### config.mk
export PLATFORM = sky130hd
export DESIGN_NAME = axis_xbar_rr_flat
export DESIGN_NICKNAME = d
export VERILOG_FILES = /design/src/rtl/axis_xbar_rr_if.sv /design/src/rtl/axis_xbar_rr.sv /design/src/flat_wrapper.sv
export SDC_FILE = /design/constraint.sdc
export NUM_CORES = 1
export LEC_CHECK = 0
export BUFFER_PORTS_ARGS = -buffer_cell sky130_fd_sc_hd__buf_2
export CORE_AREA = 3 3 137 139
export CTS_BUF_LIST = sky130_fd_sc_hd__clkbuf_8
export CTS_CLUSTER_DIAMETER = 30
export DETAILED_ROUTE_END_ITERATION = 7
export DIE_AREA = 0 0 140 142
export MAX_ROUTING_LAYER = met4
export PLACE_DENSITY_LB_ADDON = 0.05
export REMOVE_ABC_BUFFERS = 1
export SYNTH_ARGS = -nofsm -noshare
export SYNTH_HDL_FRONTEND = slang
export SYNTH_SLANG_ARGS = --single-unit
### constraint.sdc
create_clock -name glb_clk -period 6.64 [get_ports glb_clk]
set_input_delay 0.332 -clock glb_clk [delete_from_list [all_inputs] [get_ports glb_clk]]
set_output_delay 0.332 -clock glb_clk [all_outputs]
set_load 0.005 [all_outputs]
### src/rtl/axis_xbar_rr_if.sv
// axis_xbar_rr_if: ingress and egress AXI-Stream bundles of the round-robin packet crossbar
interface axis_xbar_rr_if #(
  parameter int N_IN   = 4,
  parameter int N_OUT  = 4,
  parameter int DATA_W = 32,
  parameter int DEST_W = 2
);
  localparam int KEEP_W = DATA_W / 8;
  logic [N_IN-1:0]         s_axis_tvalid;
  logic [N_IN-1:0]         s_axis_tready;
  logic [N_IN*DATA_W-1:0]  s_axis_tdata;
  logic [N_IN*KEEP_W-1:0]  s_axis_tkeep;
  logic [N_IN-1:0]         s_axis_tlast;
  logic [N_IN*DEST_W-1:0]  s_axis_tdest;
  logic [N_OUT-1:0]        m_axis_tvalid;
  logic [N_OUT-1:0]        m_axis_tready;
  logic [N_OUT*DATA_W-1:0] m_axis_tdata;
  logic [N_OUT*KEEP_W-1:0] m_axis_tkeep;
  logic [N_OUT-1:0]        m_axis_tlast;
  modport master (
    input  s_axis_tvalid, s_axis_tdata, s_axis_tkeep, s_axis_tlast, s_axis_tdest, m_axis_tready,
    output s_axis_tready, m_axis_tvalid, m_axis_tdata, m_axis_tkeep, m_axis_tlast
  );
  modport slave (
    output s_axis_tvalid, s_axis_tdata, s_axis_tkeep, s_axis_tlast, s_axis_tdest, m_axis_tready,
    input  s_axis_tready, m_axis_tvalid, m_axis_tdata, m_axis_tkeep, m_axis_tlast
  );
endinterface

### src/rtl/axis_xbar_rr.sv
// axis_xbar_rr: N_IN x N_OUT AXI-Stream packet crossbar, TDEST routed, per-egress round-robin,
// grants locked for a whole packet, unroutable packets swallowed and counted.
module axis_xbar_rr #(
  parameter int N_IN   = 4,
  parameter int N_OUT  = 4,
  parameter int DATA_W = 32,
  parameter int DEST_W = 2
) (
  input  logic                  glb_clk,
  input  logic                  glb_areset_n,
  axis_xbar_rr_if.master        bus,
  output logic [N_OUT*N_IN-1:0] grant_vec,
  output logic [15:0]           drop_cnt
);
  localparam int KEEP_W = DATA_W / 8;
  localparam int IW     = $clog2(N_IN);
  typedef enum logic [1:0] {FREE, ROUTED, DROP} in_st_t;
  typedef enum logic {IDLE, BUSY} out_st_t;
  in_st_t                  r_in_st [N_IN];
  in_st_t                  w_in_nx [N_IN];
  out_st_t                 r_out_st [N_OUT];
  out_st_t                 w_out_nx [N_OUT];
  logic [IW-1:0]           r_own [N_OUT];
  logic [IW-1:0]           w_own_nx [N_OUT];
  logic [IW-1:0]           r_ptr [N_OUT];
  logic [IW-1:0]           w_ptr_nx [N_OUT];
  logic [DEST_W-1:0]       w_dest [N_IN];
  logic [N_IN-1:0]         w_granted;
  logic [N_IN-1:0]         w_s_tready;
  logic [N_IN-1:0]         w_drop_new;
  logic [N_OUT-1:0]        w_busy;
  logic [N_OUT-1:0]        w_m_tvalid;
  logic [N_OUT-1:0]        w_m_tlast;
  logic [N_OUT-1:0]        w_done;
  logic [N_OUT*DATA_W-1:0] w_m_tdata;
  logic [N_OUT*KEEP_W-1:0] w_m_tkeep;
  logic [15:0]             r_drop_cnt;
  logic [15:0]             w_drop_nx;

  always_comb begin
    for (int i = 0; i < N_IN; i++) w_dest[i] = bus.s_axis_tdest[i*DEST_W +: DEST_W];
  end

  // Busy egress is a pure combinational mux from its owner, so no latency is added.
  always_comb begin
    w_busy     = '0;
    w_m_tvalid = '0;
    w_m_tlast  = '0;
    w_done     = '0;
    w_m_tdata  = '0;
    w_m_tkeep  = '0;
    grant_vec  = '0;
    for (int j = 0; j < N_OUT; j++) begin
      w_busy[j]     = r_out_st[j] == BUSY;
      w_m_tvalid[j] = w_busy[j] && bus.s_axis_tvalid[r_own[j]];
      w_m_tlast[j]  = bus.s_axis_tlast[r_own[j]];
      w_m_tdata[j*DATA_W +: DATA_W] = bus.s_axis_tdata[r_own[j]*DATA_W +: DATA_W];
      w_m_tkeep[j*KEEP_W +: KEEP_W] = bus.s_axis_tkeep[r_own[j]*KEEP_W +: KEEP_W];
      w_done[j]     = w_m_tvalid[j] && bus.m_axis_tready[j] && w_m_tlast[j];
      grant_vec[j*N_IN +: N_IN] = w_busy[j] ? N_IN'(1) << r_own[j] : '0;
    end
  end

  always_comb begin
    w_s_tready = '0;
    for (int i = 0; i < N_IN; i++) begin
      w_s_tready[i] = r_in_st[i] == DROP;
      for (int j = 0; j < N_OUT; j++)
        w_s_tready[i] = w_s_tready[i] | (w_busy[j] && int'(r_own[j]) == i && bus.m_axis_tready[j]);
    end
  end

  // Scanning downwards lets the nearest requester at or after the pointer win last.
  always_comb begin : p_arb
    logic [IW-1:0] idx;
    idx       = '0;
    w_granted = '0;
    for (int j = 0; j < N_OUT; j++) begin
      w_out_nx[j] = r_out_st[j];
      w_own_nx[j] = r_own[j];
      w_ptr_nx[j] = r_ptr[j];
      if (!w_busy[j]) begin
        for (int k = N_IN - 1; k >= 0; k--) begin
          idx = IW'((int'(r_ptr[j]) + k) % N_IN);
          if (r_in_st[idx] == FREE && bus.s_axis_tvalid[idx] && int'(w_dest[idx]) == j) begin
            w_out_nx[j] = BUSY;
            w_own_nx[j] = idx;
          end
        end
        if (w_out_nx[j] == BUSY) w_granted[w_own_nx[j]] = 1'b1;
      end else if (w_done[j]) begin
        w_out_nx[j] = IDLE;
        w_ptr_nx[j] = int'(r_own[j]) == N_IN - 1 ? '0 : r_own[j] + 1'b1;
      end
    end
  end

  always_comb begin
    w_drop_new = '0;
    w_drop_nx  = r_drop_cnt;
    for (int i = 0; i < N_IN; i++) begin
      w_in_nx[i] = r_in_st[i];
      if (r_in_st[i] == FREE && bus.s_axis_tvalid[i]) begin
        w_drop_new[i] = int'(w_dest[i]) >= N_OUT;
        w_in_nx[i]    = w_drop_new[i] ? DROP : w_granted[i] ? ROUTED : FREE;
      end else if (r_in_st[i] != FREE && bus.s_axis_tvalid[i] && w_s_tready[i] && bus.s_axis_tlast[i])
        w_in_nx[i] = FREE;
      if (w_drop_new[i] && w_drop_nx != 16'hFFFF) w_drop_nx = w_drop_nx + 1'b1;
    end
  end

  always_ff @(posedge glb_clk or negedge glb_areset_n) begin
    if (!glb_areset_n) begin
      for (int i = 0; i < N_IN; i++) r_in_st[i] <= FREE;
      for (int j = 0; j < N_OUT; j++) begin
        r_out_st[j] <= IDLE;
        r_own[j]    <= '0;
        r_ptr[j]    <= '0;
      end
      r_drop_cnt <= '0;
    end else begin
      r_in_st    <= w_in_nx;
      r_out_st   <= w_out_nx;
      r_own      <= w_own_nx;
      r_ptr      <= w_ptr_nx;
      r_drop_cnt <= w_drop_nx;
    end
  end

  assign bus.s_axis_tready = w_s_tready;
  assign bus.m_axis_tvalid = w_m_tvalid;
  assign bus.m_axis_tdata  = w_m_tdata;
  assign bus.m_axis_tkeep  = w_m_tkeep;
  assign bus.m_axis_tlast  = w_m_tlast;
  assign drop_cnt          = r_drop_cnt;
endmodule

### src/flat_wrapper.sv
// flat-port wrapper written by rule: the top's interface ports become plain ports
module axis_xbar_rr_flat 
#(
  parameter int N_IN   = 4,
  parameter int N_OUT  = 4,
  parameter int DATA_W = 32,
  parameter int DEST_W = 2
)
  (glb_clk, glb_areset_n, grant_vec, drop_cnt, bus_s_axis_tvalid, bus_s_axis_tdata, bus_s_axis_tkeep, bus_s_axis_tlast, bus_s_axis_tdest, bus_m_axis_tready, bus_s_axis_tready, bus_m_axis_tvalid, bus_m_axis_tdata, bus_m_axis_tkeep, bus_m_axis_tlast);
  axis_xbar_rr_if #(.N_IN(N_IN), .N_OUT(N_OUT), .DATA_W(DATA_W), .DEST_W(DEST_W)) bus_i ();
  input  logic glb_clk;
  input  logic glb_areset_n;
  output logic [N_OUT*N_IN-1:0] grant_vec;
  output logic [15:0] drop_cnt;
  input wire logic [$bits(bus_i.s_axis_tvalid)-1:0] bus_s_axis_tvalid;
  input wire logic [$bits(bus_i.s_axis_tdata)-1:0] bus_s_axis_tdata;
  input wire logic [$bits(bus_i.s_axis_tkeep)-1:0] bus_s_axis_tkeep;
  input wire logic [$bits(bus_i.s_axis_tlast)-1:0] bus_s_axis_tlast;
  input wire logic [$bits(bus_i.s_axis_tdest)-1:0] bus_s_axis_tdest;
  input wire logic [$bits(bus_i.m_axis_tready)-1:0] bus_m_axis_tready;
  output wire logic [$bits(bus_i.s_axis_tready)-1:0] bus_s_axis_tready;
  output wire logic [$bits(bus_i.m_axis_tvalid)-1:0] bus_m_axis_tvalid;
  output wire logic [$bits(bus_i.m_axis_tdata)-1:0] bus_m_axis_tdata;
  output wire logic [$bits(bus_i.m_axis_tkeep)-1:0] bus_m_axis_tkeep;
  output wire logic [$bits(bus_i.m_axis_tlast)-1:0] bus_m_axis_tlast;
  assign bus_i.s_axis_tvalid = bus_s_axis_tvalid;
  assign bus_i.s_axis_tdata = bus_s_axis_tdata;
  assign bus_i.s_axis_tkeep = bus_s_axis_tkeep;
  assign bus_i.s_axis_tlast = bus_s_axis_tlast;
  assign bus_i.s_axis_tdest = bus_s_axis_tdest;
  assign bus_i.m_axis_tready = bus_m_axis_tready;
  assign bus_s_axis_tready = bus_i.s_axis_tready;
  assign bus_m_axis_tvalid = bus_i.m_axis_tvalid;
  assign bus_m_axis_tdata = bus_i.m_axis_tdata;
  assign bus_m_axis_tkeep = bus_i.m_axis_tkeep;
  assign bus_m_axis_tlast = bus_i.m_axis_tlast;
  axis_xbar_rr #(.N_IN(N_IN), .N_OUT(N_OUT), .DATA_W(DATA_W), .DEST_W(DEST_W)) u_core (.glb_clk(glb_clk), .glb_areset_n(glb_areset_n), .bus(bus_i), .grant_vec(grant_vec), .drop_cnt(drop_cnt));
endmodule
Word-level counts from Yosys, hierarchy flattened
Index checks and enable logic that the tools add are counted.
{"block": "totals", "ff_bits": 28, "in_bits": 166, "output_inout_bits": 188, "wordCells": 515}
{"block": "classes", "n_addsub": 16, "n_lt_le_gt_ge": 44, "n_eq_ne": 28, "n_shift": 12, "n_mux": 228, "bitwise": 35, "n_reduce_logical": 136}
{"operator": "variable part select 128 x 8 -> 32 bit", "n": 4}
{"operator": "2-to-1 mux 2 bit", "n": 96}
{"operator": "binary-select mux 2 bit (select 2 bit)", "n": 32}
{"operator": "logical AND 1 bit", "n": 96}
{"operator": "less-than comparator 2 x 3 -> 1 bit, second input constant", "n": 24}
{"operator": "variable part select 16 x 5 -> 4 bit", "n": 4}
{"operator": "2-to-1 mux 1 bit", "n": 60}
{"operator": "logical NOT 2 bit", "n": 28}
{"operator": "binary-select mux 1 bit (select 2 bit)", "n": 24}
{"operator": "greater-or-equal comparator 3 bit, second input constant", "n": 16}
{"operator": "2-to-1 mux 4 bit", "n": 12}
{"operator": "inverter 2 -> 3 bit", "n": 16}
{"operator": "== test 2 bit, second input constant", "n": 20}
{"operator": "adder 2 x 1 -> 2 bit, second input constant", "n": 8}
{"operator": "adder 2 bit, second input constant", "n": 8}
{"operator": "== test 2 x 1 -> 1 bit, second input constant", "n": 8}
{"operator": "bitwise OR 1 bit", "n": 16}
{"operator": "nonzero test 2 bit", "n": 8}
{"operator": "left shift 1 x 2 -> 4 bit, first input constant", "n": 4}
{"operator": "bitwise OR 4 bit", "n": 3}
{"operator": "demux 1 bit (select 2 bit)", "n": 4}
{"operator": "greater-or-equal comparator 2 x 1 -> 1 bit, second input constant", "n": 4}
{"operator": "AND reduction 2 bit", "n": 4}

Longest topological paths before layout
Gate-level depths: netlist of run 1.
{"block": "depth", "ltp_word": 30, "ltp_mapped": 11, "mapped_depth_nobuf": 8}

Worst setup path after synthesis of run 1
No wires, ideal clock.
{"block": "synth_timing", "path_kind": "register to output", "start": "register u_core.r_own[6] in the netlist's numbering", "end": "output port bus_s_axis_tready[0]", "arrival_time_ns": 2.349, "required_ns": 6.308, "slack_ns": 3.959, "stages_incl_launch_ff": 9, "path_buffers": 3, "path_cell_list": "dfrtp_1 > clkbuf_1 > buf_2 > buf_1 > inv_1 > ha_1 > and2_1 > a22o_1 > a221o_1"}
{"block": "synth_via", "elab_chain_cells": 7}
{"element": "start: declaration", "line": "axis_xbar_rr.sv:23", "source": "logic [IW-1:0] r_own [N_OUT];"}
{"element": "start signal: assignment", "line": "axis_xbar_rr.sv:124", "source": "r_own <= w_own_nx;"}
{"element": "logical NOT 2 bit", "line": "axis_xbar_rr.sv:69", "source": "w_s_tready[i] = w_s_tready[i] | (w_busy[j] && int'(r_own[j]) == i && bus.m_axis_tready[j]);"}
{"element": "logical AND 1 bit (2 in series)", "line": "axis_xbar_rr.sv:69"}
{"element": "bitwise OR 1 bit (4 in series)", "line": "axis_xbar_rr.sv:69"}
{"element": "end: declaration", "line": "flat_wrapper.sv:21", "source": "output wire logic [$bits(bus_i.s_axis_tready)-1:0] bus_s_axis_tready;"}
No other way between the ends.

Final worst setup path of run 1
{"block": "layout_timing", "start": "register u_core.r_own[4] in the netlist's numbering", "end": "output port bus_m_axis_tdata[46]"}
{"block": "layout_via", "elab_chain_cells": 1}
{"element": "variable part select 128 x 8 -> 32 bit", "line": "axis_xbar_rr.sv:57", "source": "w_m_tdata[j*DATA_W +: DATA_W] = bus.s_axis_tdata[r_own[j]*DATA_W +: DATA_W];"}
{"element": "end: declaration", "line": "flat_wrapper.sv:23", "source": "output wire logic [$bits(bus_i.m_axis_tdata)-1:0] bus_m_axis_tdata;"}
No other way between the ends.

==> results.sh, run 1 <==
export IMPL_status="finished, final reports clean"
export IMPL_vias_per_cell=6.08
export IMPL_ir_worst_vdd_v=0.000201
export IMPL_grt_overflow=0
export IMPL_arrival_ns=2.41
export IMPL_fin_crit_sh=0.412
export IMPL_fmax_mhz=365
export IMPL_synth_fa_ha_area_frac=0.0330
export IMPL_crit_fanout=23
export IMPL_dr_pass1_iters=5
export IMPL_path_delay_family="flip-flops"
export IMPL_cts_tree="yes"
export IMPL_antenna_found_initial=7
export IMPL_cts_root_buf="clkbuf_8"
export IMPL_dieWidth_um=140
export IMPL_die_h_um=142
export IMPL_core_area_sq_mm=0.0178
export IMPL_final_setup_viol_count=0
export IMPL_post_cts_buffers=0
export IMPL_drv_cap=0
export IMPL_synth_cell_types=72
export IMPL_grt_setup_unrepaired="no"
export IMPL_cp_slowest_cell="dfrtp_2"
export IMPL_cts_sinks=24
export IMPL_synth_area_mux_share=0.581
export IMPL_wl_per_cell_um=24.7
export IMPL_synth_edff_count=0
export IMPL_synth_compound_area_frac=0.0938
export IMPL_die_area_sq_mm=0.0199
export IMPL_pwr_density_cell_mw_per_mm2=382
export IMPL_fin_crit_ns=2.74
export IMPL_p_leak_nw=3.36
export IMPL_worstPathRequired_ns=6.31
export IMPL_critPathCaptureType="output pin"
export IMPL_synth_seq_cells=24
export IMPL_ys_flop_type="dfrtp_1"
export IMPL_drc=0
export IMPL_grt_max_degree=46
export IMPL_netlist_area_sq_mm=0.00607
export IMPL_detailed_place_hpwl_um=19900
export IMPL_fin_util=0.445
export IMPL_fin_nets=961
export IMPL_clkLatencyLatePin_ns=0.27
export IMPL_setup_worst_path_class="register to output pin"
export IMPL_rrSetupSlack_ns=4.01
export IMPL_slew_viol_final=0
export IMPL_relSlewSlack=0.423
export IMPL_seq_area_frac_synth=0.0989
export IMPL_cts_buffers=3
export IMPL_hold_viol=0
export IMPL_synth_area_leaders="mux4_2 (55%), dfrtp_1 (9.9%), ha_1 (3.3%), buf_4 (2.1%), and2_1 (2.1%)"
export IMPL_gp_congestion=0.977
export IMPL_hold_buffers=0
export IMPL_synth_top_family_by_area="multiplexers"
export IMPL_tightest_slew_ns=0.866
export IMPL_port_buffers=337
export IMPL_routed_wirelength_um=25100
export IMPL_num_io_pins=354
export IMPL_via_count=6175
export IMPL_cts_resized=0
export IMPL_synth_top_cell_area_share=0.553
export IMPL_async_reset_ff_frac=1.00
export IMPL_grt_pass1_wl_um=37100
export IMPL_grtUsageTotal=0.246
export IMPL_cts_max_level=1
export IMPL_synthSimpleGateAreaFrac=0.132
export IMPL_finalClockSkew_ns=0.00746
export IMPL_crit_chain="buf_4, mux4_2, buf_2"
export IMPL_syn_to_final_growth_pct=30.3
export IMPL_cp_start_kind="register"
export IMPL_nFillCells=1718
export IMPL_synthCells=480
export IMPL_ant_nets=0
export IMPL_fin_tns_setup_ns=0
export IMPL_grt_pass1_vias=6158
export IMPL_yosysTopAreaCell="mux4_2"
export IMPL_initial_utilization=0.341
export IMPL_yosys_warnings=0
export IMPL_cpPeakStageDelay_ns=0.84
export IMPL_min_path_type="primary input to asynchronous set/reset pin"
export IMPL_critPathBufInv=2
export IMPL_drtIter0Drc=405
export IMPL_num_rows=49
export IMPL_post_route_cells_drive_above_1_share=0.672
export IMPL_synth_area_per_cell_sq_um=12.6
export IMPL_clock_path_buffers=2
export IMPL_clk_pin_slew_ns=0.08
export IMPL_synthXorXnorAreaFrac=0
cell type report:
cell class / instances / area, sq um / area share
repair buffers: 345 / 1750 / 0.221
multi-input cells: 394 / 5160 / 0.652
clock inverters: 1 / 3.75 / 0.000475
inverters: 11 / 41.3 / 0.00522
diodes: 8 / 20.0 / 0.00253
clock buffers: 3 / 41.3 / 0.00522
well taps: 229 / 287 / 0.0362
flip-flops and latches: 24 / 611 / 0.0772
cell usage after synthesis, drive strengths merged, types with 4 or more instances:
library cell / n
mux2: 5
and4b: 4
and4bb: 4
dfrtp: 24
clkbuf: 29
nor3: 5
a221o: 4
inv: 11
nand3: 12
nand2b: 5
ha: 16
nand3b: 4
nor4b: 5
nor2: 19
a22o: 4
o21ai: 19
buf: 37
and2: 21
nand4b: 4
nand2: 17
nand4: 4
nand4bb: 5
a21oi: 13
o31ai: 5
mux4: 153
path summary, 6_finish.rpt:
kind / cells past startpoint / to / startpoint
setup reg to reg: 4 / u_core.r_ptr[1]$_DFFE_PN0P_ / u_core.r_own[0]$_DFFE_PN0N_
setup / recovery: 3 / bus_m_axis_tdata[46] / u_core.r_own[4]$_DFFE_PN0N_
hold reg to reg: 1 / u_core.r_ptr[6]$_DFFE_PN0P_ / u_core.r_own[6]$_DFFE_PN0N_
max in group asynchronous: 1 / u_core.r_own[7]$_DFFE_PN0N_ / glb_areset_n
hold / removal: 1 / u_core.r_own[1]$_DFFE_PN0N_ / glb_areset_n
min in group glb_clk: 3 / u_core.r_in_st[0]$_DFFE_PN0P_ / bus_s_axis_tlast[3]
metal layers:
layer / up-vias / part of all wire / GRT usage
li1: 2667 / - / -
met1: 3160 / 0.38 / 0.304
met2: 305 / 0.52 / 0.420
met3: 43 / 0.072 / 0.0390
met4: 0 / 0.027 / 0.0770
met5: - / 0 / -
cell families after synthesis:
family | count (synthesis)
buffers and inverters | 77
adder cells (fa/ha/maj) | 16
AND/OR/NAND/NOR | 124
other | 1
multiplexers | 159
flip-flops | 24
AO/OA/AOI/OAI | 79
report_power, final:
group          switching [W]   total, W  internal, W
Clock              0.0000493  0.0000907    0.0000414
Combinational        0.00118    0.00252      0.00134
Sequential          0.000198   0.000413     0.000215
cells in the final DEF, fill, tap and decap left out, types with 3 or more instances in the layout:
master       n
and4b_1      4
o31a_1       3
diode_2      8
nand4_1      4
dfrtp_2      8
inv_1       12
conb_1      16
and2_1      20
nand2b_1     5
buf_2      337
nand4b_1     4
nor3_1       5
nand3_1     12
a21oi_1     13
mux2_2       5
clkbuf_8     3
o21ai_1      3
nand2_1     17
o211ai_1     3
mux4_2     149
a22o_1       4
nand3b_1     4
ha_1        16
o21ai_0     16
nor4b_1      3
nor2_1      18
mux4_1       4
dfrtp_1     16
o21a_1       3
a221o_1      4
nand4bb_1    5
o31ai_1      4
nor4bb_1     3
buf_4        8
registers in the layout, summed over array words and instances (netlist names):
signal / flops
u_core.r_in_st: 4
u_core.r_out_st: 4
u_core.r_own: 8
u_core.r_ptr: 8
through the flow:
stage | setup slack [ns] | cells | instance area (sq um) | total power (W) | hold WS, ns
final | 3.90 | 1015 | 7910 | 0.00302 | 0.0665
after global routing | 3.67 | 1014 | 7910 | 0.00324 | 0.101
after CTS | 3.80 | 1007 | 7890 | 0.00306 | 0.0851
after detailed placement | 3.94 | 1003 | 7840 | 0.00296 | 0.379
after global placement | 3.96 | 1003 | 7840 | 0.00295 | 0.370
after floorplan | 3.48 | 429 | 5800 | 0.00191 | 0.0364
No activity file was read; power rests on OpenSTA's default activity.
==> inputs of run 2 (changes only) <==
--- a/config.mk
+++ b/config.mk
@@ -5,12 +5,13 @@
 export SDC_FILE = /design/constraint.sdc
 export NUM_CORES = 1
 export LEC_CHECK = 0
+export ABC_AREA = 1
 export BUFFER_PORTS_ARGS = -buffer_cell sky130_fd_sc_hd__buf_2
-export CORE_AREA = 3 3 137 139
+export CORE_AREA = 3 3 136 138
 export CTS_BUF_LIST = sky130_fd_sc_hd__clkbuf_8
 export CTS_CLUSTER_DIAMETER = 30
 export DETAILED_ROUTE_END_ITERATION = 7
-export DIE_AREA = 0 0 140 142
+export DIE_AREA = 0 0 139 141
 export MAX_ROUTING_LAYER = met4
 export PLACE_DENSITY_LB_ADDON = 0.05
 export REMOVE_ABC_BUFFERS = 1
==> constraint.sdc (replaced) <==
create_clock -name glb_clk -period 2.28 [get_ports glb_clk]
set_input_delay 0.114 -clock glb_clk [delete_from_list [all_inputs] [get_ports glb_clk]]
set_output_delay 0.114 -clock glb_clk [all_outputs]
set_load 0.005 [all_outputs]
==> run 2 against run 1 <==
  * Non-clock buffer count rose by 26
  * Flip-flop and latch count did not move
  * Combinational power rose to 4.6 times the previous value
  * Via count rose by 87%
  * Critical endpoint is now bus_m_axis_tdata[55]
  * Count of clock-buffer cells in the layout rose by 1
  * Utilization rose by 7.5 points
  * Clock skew fell by 0.0010 ns
  * Global-route usage rose by 11 points
  * Sequential power rose to 2.5 times the previous value
==> results.sh, run 2 <==
export IMPL_grt_pass1_wl_um=56700
export IMPL_grtUsageTotal=0.360
export IMPL_clock_path_buffers=2
export IMPL_cpPeakStageDelay_ns=0.47
export IMPL_worstPathRequired_ns=2.17
export IMPL_routed_wirelength_um=36900
export IMPL_num_rows=48
export IMPL_initial_utilization=0.416
export IMPL_grt_overflow=0
export IMPL_hold_viol=0
export IMPL_final_setup_viol_count=0
export IMPL_pwr_density_cell_mw_per_mm2=1430
export IMPL_ys_flop_type="dfrtp_1"
export IMPL_nFillCells=1981
export IMPL_dieWidth_um=139
export IMPL_vias_per_cell=6.00
export IMPL_async_reset_ff_frac=1.00
export IMPL_layout_common_cells="nor2_1 (353), buf_2 (337), o21ai_0 (326), nand2_1 (220), o22ai_1 (144)"
export IMPL_final_common_cell="nor2_1"
export IMPL_arrival_ns=2.07
export IMPL_cts_sinks=24
export IMPL_cts_max_level=1
export IMPL_via_count=11538
export IMPL_switchingPower_w=0.00794
export IMPL_post_route_cells_drive_above_1_share=0.243
export IMPL_fmax_mhz=457
export IMPL_critPathCaptureType="output pin"
export IMPL_fin_util=0.520
export IMPL_drv_cap=0
export IMPL_fin_nets=1877
export IMPL_yosysTopAreaCell="o21ai_0"
export IMPL_wl_per_cell_um=19.2
export IMPL_cp_start_kind="register"
export IMPL_layout_setup_ws_ns=0.0918
export IMPL_seq_area_sq_um=607
export IMPL_path_delay_family="buffers and inverters"
export IMPL_clk_pin_slew_ns=0.10
export IMPL_tightest_slew_ns=0.627
export IMPL_drc=0
export IMPL_yosys_warnings=0
export IMPL_synth_area_leaders="o21ai_0 (23%), nor2_1 (18%), o22ai_1 (13%), nand2_1 (11%), dfrtp_1 (8.4%)"
export IMPL_multiInputGateArea_sq_mm=0.00575
export IMPL_crit_fanout=33
export IMPL_syn_to_final_growth_pct=25.1
export IMPL_min_path_type="primary input to register"
export IMPL_synth_most_common_cell="nor2_1"
export IMPL_pre_cts_slack_ns=0.293
export IMPL_status="finished, final reports clean"
export IMPL_top_regs="u_core.r_own (8), u_core.r_ptr (8)"
export IMPL_power_frac_clock=0.025
export IMPL_synth_edff_count=0
export IMPL_port_buffers=337
export IMPL_ant_nets=0
export IMPL_synth_top_cell_area_share=0.227
export IMPL_p_leak_nw=4.59
export IMPL_netlist_area_sq_mm=0.00719
export IMPL_cp_slowest_cell="dfrtp_1"
export IMPL_antenna_found_initial=3
export IMPL_fin_crit_sh=0.960
export IMPL_grt_max_degree=59
export IMPL_drtIter0Drc=1367
export IMPL_power_frac_seq=0.081
export IMPL_grt_pass1_vias=10326
export IMPL_gp_congestion=1.03
export IMPL_synth_seq_cells=24
export IMPL_synth_area_per_cell_sq_um=5.02
export IMPL_die_h_um=141
export IMPL_core_area_sq_mm=0.0173
export IMPL_cts_buffers=3
export IMPL_power_internal_w=0.00490
export IMPL_synth_cell_types=37
export IMPL_relSlewSlack=0.582
export IMPL_setup_worst_path_class="register to output pin"
export IMPL_clkLatencyLatePin_ns=0.29
export IMPL_cts_root_buf="clkbuf_8"
export IMPL_crit_chain="inv_1, buf_4, o21ai_0, o22ai_1, buf_2"
export IMPL_die_area_sq_mm=0.0196
export IMPL_critPathBufInv=3
export IMPL_detailed_place_hpwl_um=27400
export IMPL_synthTopCellsByCount="nor2_1 (353), o21ai_0 (326), nand2_1 (220)"
export IMPL_cts_tree="yes"
export IMPL_synthCells=1431
export IMPL_netSwitchingFraction=0.619
export IMPL_post_cts_buffers=0
export IMPL_ir_worst_vdd_v=0.000931
export IMPL_slew_viol_final=0
export IMPL_dr_pass1_iters=5
export IMPL_fin_crit_ns=2.19
export IMPL_pwr_share_comb=0.894
export IMPL_grt_setup_unrepaired="no"
export IMPL_finalClockSkew_ns=0.00642
export IMPL_num_io_pins=354
export IMPL_seq_area_frac_synth=0.0835
run 2: changes by cell type after synthesis, moves of 45 or more:
cell      delta
nor2_1     +335
o21ai_0    +310
nand2_1    +203
mux4_2     -149
o22ai_1    +142
clkbuf_1    +67
inv_1       +64
nand3_1     +45
run 2: tightest hold or removal path, cell delays in order:
cell     delay [ns]
buf_2          0.12
nand3_1        0.08
nand2_1        0.05
nand3_1        0.07
run 2: power by group through the flow:
stage                     Sequential [W]  Combinational (W)  Clock (W)
final                            0.00104             0.0115   0.000324
after global routing             0.00107             0.0126   0.000348
after CTS                        0.00101             0.0113   0.000332
after detailed placement         0.00102             0.0112          0
after global placement           0.00102             0.0111          0
after floorplan                  0.00148            0.00577          0
run 2: final cells by class:
type / count / area share
multi-input combinational: 1212 / 0.639
timing repair buffer: 371 / 0.220
sequential: 24 / 0.0674
inverter: 83 / 0.0346
tap: 225 / 0.0313
clock buffer: 4 / 0.00612
antenna: 3 / 0.000834
run 2: path summary, 6_finish.rpt:
kind	startpoint	to	slack, ns	cells after the start
max	u_core.r_own[5]$_DFFE_PN0N_	bus_m_axis_tdata[55]	0.09	5
max in group asynchronous	glb_areset_n	u_core.r_own[2]$_DFFE_PN0N_	1.46	2
min reg2reg	u_core.r_in_st[2]$_DFFE_PN0P_	u_core.r_in_st[2]$_DFFE_PN0P_	0.66	2
max reg2reg	u_core.r_ptr[2]$_DFFE_PN0P_	u_core.r_in_st[2]$_DFFE_PN0P_	0.25	11
min	bus_s_axis_tlast[0]	u_core.r_in_st[6]$_DFFE_PN0P_	0.17	4
min in group asynchronous	glb_areset_n	u_core.r_ptr[5]$_DFFE_PN0P_	0.36	2
run 2: metal layers:
layer	track usage	wire (um)	share of wire	up-vias
li1	-	-	-	5376
met1	0.463	14800	0.40	5247
met2	0.573	16700	0.45	797
met3	0.0505	3790	0.10	118
met4	0.141	1550	0.042	0
met5	-	0	0	-
run 2: timing repair:
item                                    in CTS  in global routing
endpoints found under the setup margin       0                  4
endpoints found under the hold margin       24                  0
gates resized for setup                      0                  1
hold buffers                                 1                  0
run 2: stage by stage:
step | cell area (sq um) | setup TNS [ns] | total power (W) | hold slack (ns) | instances
4_1_cts | 8990 | 0 | 0.0126 | 0.160 | 1919
2_1_floorplan | 6670 | -216.98 | 0.00725 | -0.182 | 1319
5_1_grt | 9000 | 0 | 0.0141 | 0.181 | 1922
3_3_place_gp | 8920 | 0 | 0.0121 | 0.164 | 1914
6_report | 9000 | 0 | 0.0128 | 0.172 | 1922
3_5_place_dp | 8920 | 0 | 0.0122 | 0.168 | 1914
run 2: cells by family (layout without fill, tap and decap cells):
kind of cell    after synthesis  after routing  synth area share
buf+inv                     210            458             0.124
simple gates                659            659             0.368
flops                        24             24            0.0835
other cells                   1             19          0.000522
fa+ha+maj                    16             16            0.0278
compound gates              518            518             0.393
xor+xnor                      3              3           0.00366
==> inputs of run 3 (changes only) <==
--- a/config.mk
+++ b/config.mk
@@ -5,13 +5,12 @@
 export SDC_FILE = /design/constraint.sdc
 export NUM_CORES = 1
 export LEC_CHECK = 0
-export ABC_AREA = 1
 export BUFFER_PORTS_ARGS = -buffer_cell sky130_fd_sc_hd__buf_2
-export CORE_AREA = 3 3 136 138
+export CORE_AREA = 3 3 137 139
 export CTS_BUF_LIST = sky130_fd_sc_hd__clkbuf_8
 export CTS_CLUSTER_DIAMETER = 30
 export DETAILED_ROUTE_END_ITERATION = 7
-export DIE_AREA = 0 0 139 141
+export DIE_AREA = 0 0 140 142
 export MAX_ROUTING_LAYER = met4
 export PLACE_DENSITY_LB_ADDON = 0.05
 export REMOVE_ABC_BUFFERS = 1
==> constraint.sdc (replaced) <==
create_clock -name glb_clk -period 2.55 [get_ports glb_clk]
set_input_delay 0.1275 -clock glb_clk [delete_from_list [all_inputs] [get_ports glb_clk]]
set_output_delay 0.1275 -clock glb_clk [all_outputs]
set_load 0.005 [all_outputs]
==> run 3 against run 2 <==
  * Largest cell class unchanged
  * Register-to-register slack got worse by 0.09 ns
  * Critical path type is now register to register
  * Final cell count decreased by 47%
  * Hold slack improved by 0.054 ns
  * Non-clock buffer count decreased by 11
  * Cell area decreased by 11%
  * Setup slack improved by 0.069 ns
  * Sequential share of layout area increased by 0.84 points
  * Combinational power decreased by 41%
  * Count of clock-buffer cells in the layout decreased by 1
==> results.sh, run 3 (synthesis results as in run 1) <==
export IMPL_status="finished, final reports clean"
export IMPL_drtIter0Drc=310
export IMPL_grtUsageTotal=0.251
export IMPL_r2r_cells=6
export IMPL_cts_tree="yes"
export IMPL_initial_utilization=0.341
export IMPL_fin_crit_sh=0.937
export IMPL_hold_viol=0
export IMPL_fin_nets=976
export IMPL_worstPathRequired_ns=2.77
export IMPL_via_count=6202
export IMPL_routed_wirelength_um=25200
export IMPL_grt_overflow=0
export IMPL_reg2reg_from="u_core.r_in_st[0]$_DFFE_PN0P_"
export IMPL_clkLatencyLatePin_ns=0.27
export IMPL_crit_fanout=8
export IMPL_detailed_place_hpwl_um=20500
export IMPL_dr_pass1_iters=5
export IMPL_final_setup_viol_count=0
export IMPL_clk_pin_slew_ns=0.10
export IMPL_nFillCells=1742
export IMPL_fin_util=0.453
export IMPL_grt_setup_unrepaired="no"
export IMPL_vias_per_cell=6.04
export IMPL_num_rows=49
export IMPL_ant_nets=0
export IMPL_final_area_sq_mm=0.00805
export IMPL_min_from="bus_s_axis_tlast[0]"
export IMPL_pwr_density_cell_mw_per_mm2=998
export IMPL_ir_worst_vdd_v=0.000449
export IMPL_post_route_cells_drive_above_1_share=0.682
export IMPL_grt_max_degree=37
export IMPL_port_buffers=337
export IMPL_min_path_type="primary input to register"
export IMPL_finalClockSkew_ns=0.0138
export IMPL_drv_cap=0
export IMPL_die_area_sq_mm=0.0199
export IMPL_fin_crit_ns=2.39
export IMPL_grt_pass1_vias=6259
export IMPL_cts_buffers=3
export IMPL_setup_worst_path_class="register to register"
export IMPL_wl_per_cell_um=24.5
export IMPL_dieWidth_um=140
export IMPL_dpl_cell_area_sq_mm=0.00797
export IMPL_relSlewSlack=0.585
export IMPL_cts_root_buf="clkbuf_8"
export IMPL_fin_tns_setup_ns=0
export IMPL_cts_sinks=24
export IMPL_tightest_slew_ns=0.617
export IMPL_antenna_found_initial=5
export IMPL_layout_common_cells="buf_2 (337), mux4_2 (149), and2_1 (20), buf_4 (20), nor2_1 (18)"
export IMPL_arrival_ns=2.61
export IMPL_core_area_sq_mm=0.0178
export IMPL_top_regs="u_core.r_own (8), u_core.r_ptr (8)"
export IMPL_cts_max_level=1
export IMPL_rr_endpoint="u_core.r_in_st[0]$_DFFE_PN0P_"
export IMPL_hold_depth=4
export IMPL_gp_congestion=0.933
export IMPL_fmax_mhz=418
export IMPL_final_common_cell="buf_2"
export IMPL_num_io_pins=354
export IMPL_critPathCaptureType="register"
export IMPL_clock_path_buffers=2
export IMPL_grt_pass1_wl_um=37900
export IMPL_p_leak_nw=3.44
export IMPL_rrSetupSlack_ns=0.16
export IMPL_slew_viol_final=0
export IMPL_syn_to_final_growth_pct=32.6
export IMPL_cp_start_kind="register"
export IMPL_drc=0
export IMPL_die_h_um=142
export IMPL_whs_endpoint="u_core.r_in_st[6]$_DFFE_PN0P_"
run 3: worst max-delay path by stage:
stage | start | to | cells after the start
6_report | u_core.r_in_st[0]$_DFFE_PN0P_ | u_core.r_in_st[0]$_DFFE_PN0P_ | 6
5_1_grt | u_core.r_in_st[4]$_DFFE_PN0P_ | u_core.r_in_st[0]$_DFFE_PN0P_ | 6
4_1_cts | u_core.r_in_st[0]$_DFFE_PN0P_ | u_core.r_in_st[0]$_DFFE_PN0P_ | 6
3_5_place_dp | u_core.r_in_st[0]$_DFFE_PN0P_ | u_core.r_in_st[0]$_DFFE_PN0P_ | 6
3_3_place_gp | u_core.r_in_st[0]$_DFFE_PN0P_ | u_core.r_in_st[0]$_DFFE_PN0P_ | 6
2_1_floorplan | u_core.r_own[6]$_DFFE_PN0N_ | u_core.r_in_st[2]$_DFFE_PN0P_ | 8
run 3: worst max-delay path: stages, from the launching register on:
cell	delay [ns]
dfrtp_1	0.45
and4bb_2	0.43
nor2_2	0.06
mux4_2	0.46
or3_4	0.43
o41ai_2	0.31
o31a_1	0.19
run 3: layout make-up:
type / instances / area, sq um / share of cell area
well taps: 229 / 287 / 0.0356
diodes: 5 / 12.5 / 0.00155
flip-flops and latches: 24 / 611 / 0.0759
inverters: 11 / 41.3 / 0.00513
repair buffers: 360 / 1890 / 0.234
multi-input cells: 394 / 5170 / 0.642
clock buffers: 3 / 41.3 / 0.00513
run 3: where the power goes:
part | internal [W] | total [W] | leakage (nW) | switching [W]
sequential | 0.000565 | 0.000985 | 0.274 | 0.000419
clock | 0.000106 | 0.000238 | 0.0216 | 0.000132
combinational | 0.00362 | 0.00681 | 3.14 | 0.00319
run 3: per-layer routing:
metal	vias up	global-route usage	routed length, um
met5	-	-	0
met4	0	0.0576	541
met3	36	0.0370	1650
met2	294	0.433	13200
met1	3189	0.316	9830
li1	2683	-	-
run 3: timing repair:
item	4_1_cts	5_1_grt
endpoints found under the setup margin	0	2
hold buffers	1	0
endpoints found under the hold margin	24	0
setup buffers	0	0
resized for setup	0	3
run 3: per-stage QoR:
stage / setup WS (ns) / hold slack [ns] / total power, W / instances
finish: 0.160 / 0.226 / 0.00803 / 1026
global route: 0.0187 / 0.228 / 0.00864 / 1026
CTS: 0.0930 / 0.224 / 0.00812 / 1021
detailed placement: 0.117 / 0.180 / 0.00786 / 1017
global placement: 0.167 / 0.168 / 0.00780 / 1017
floorplan: -0.606 / -0.168 / 0.00497 / 429
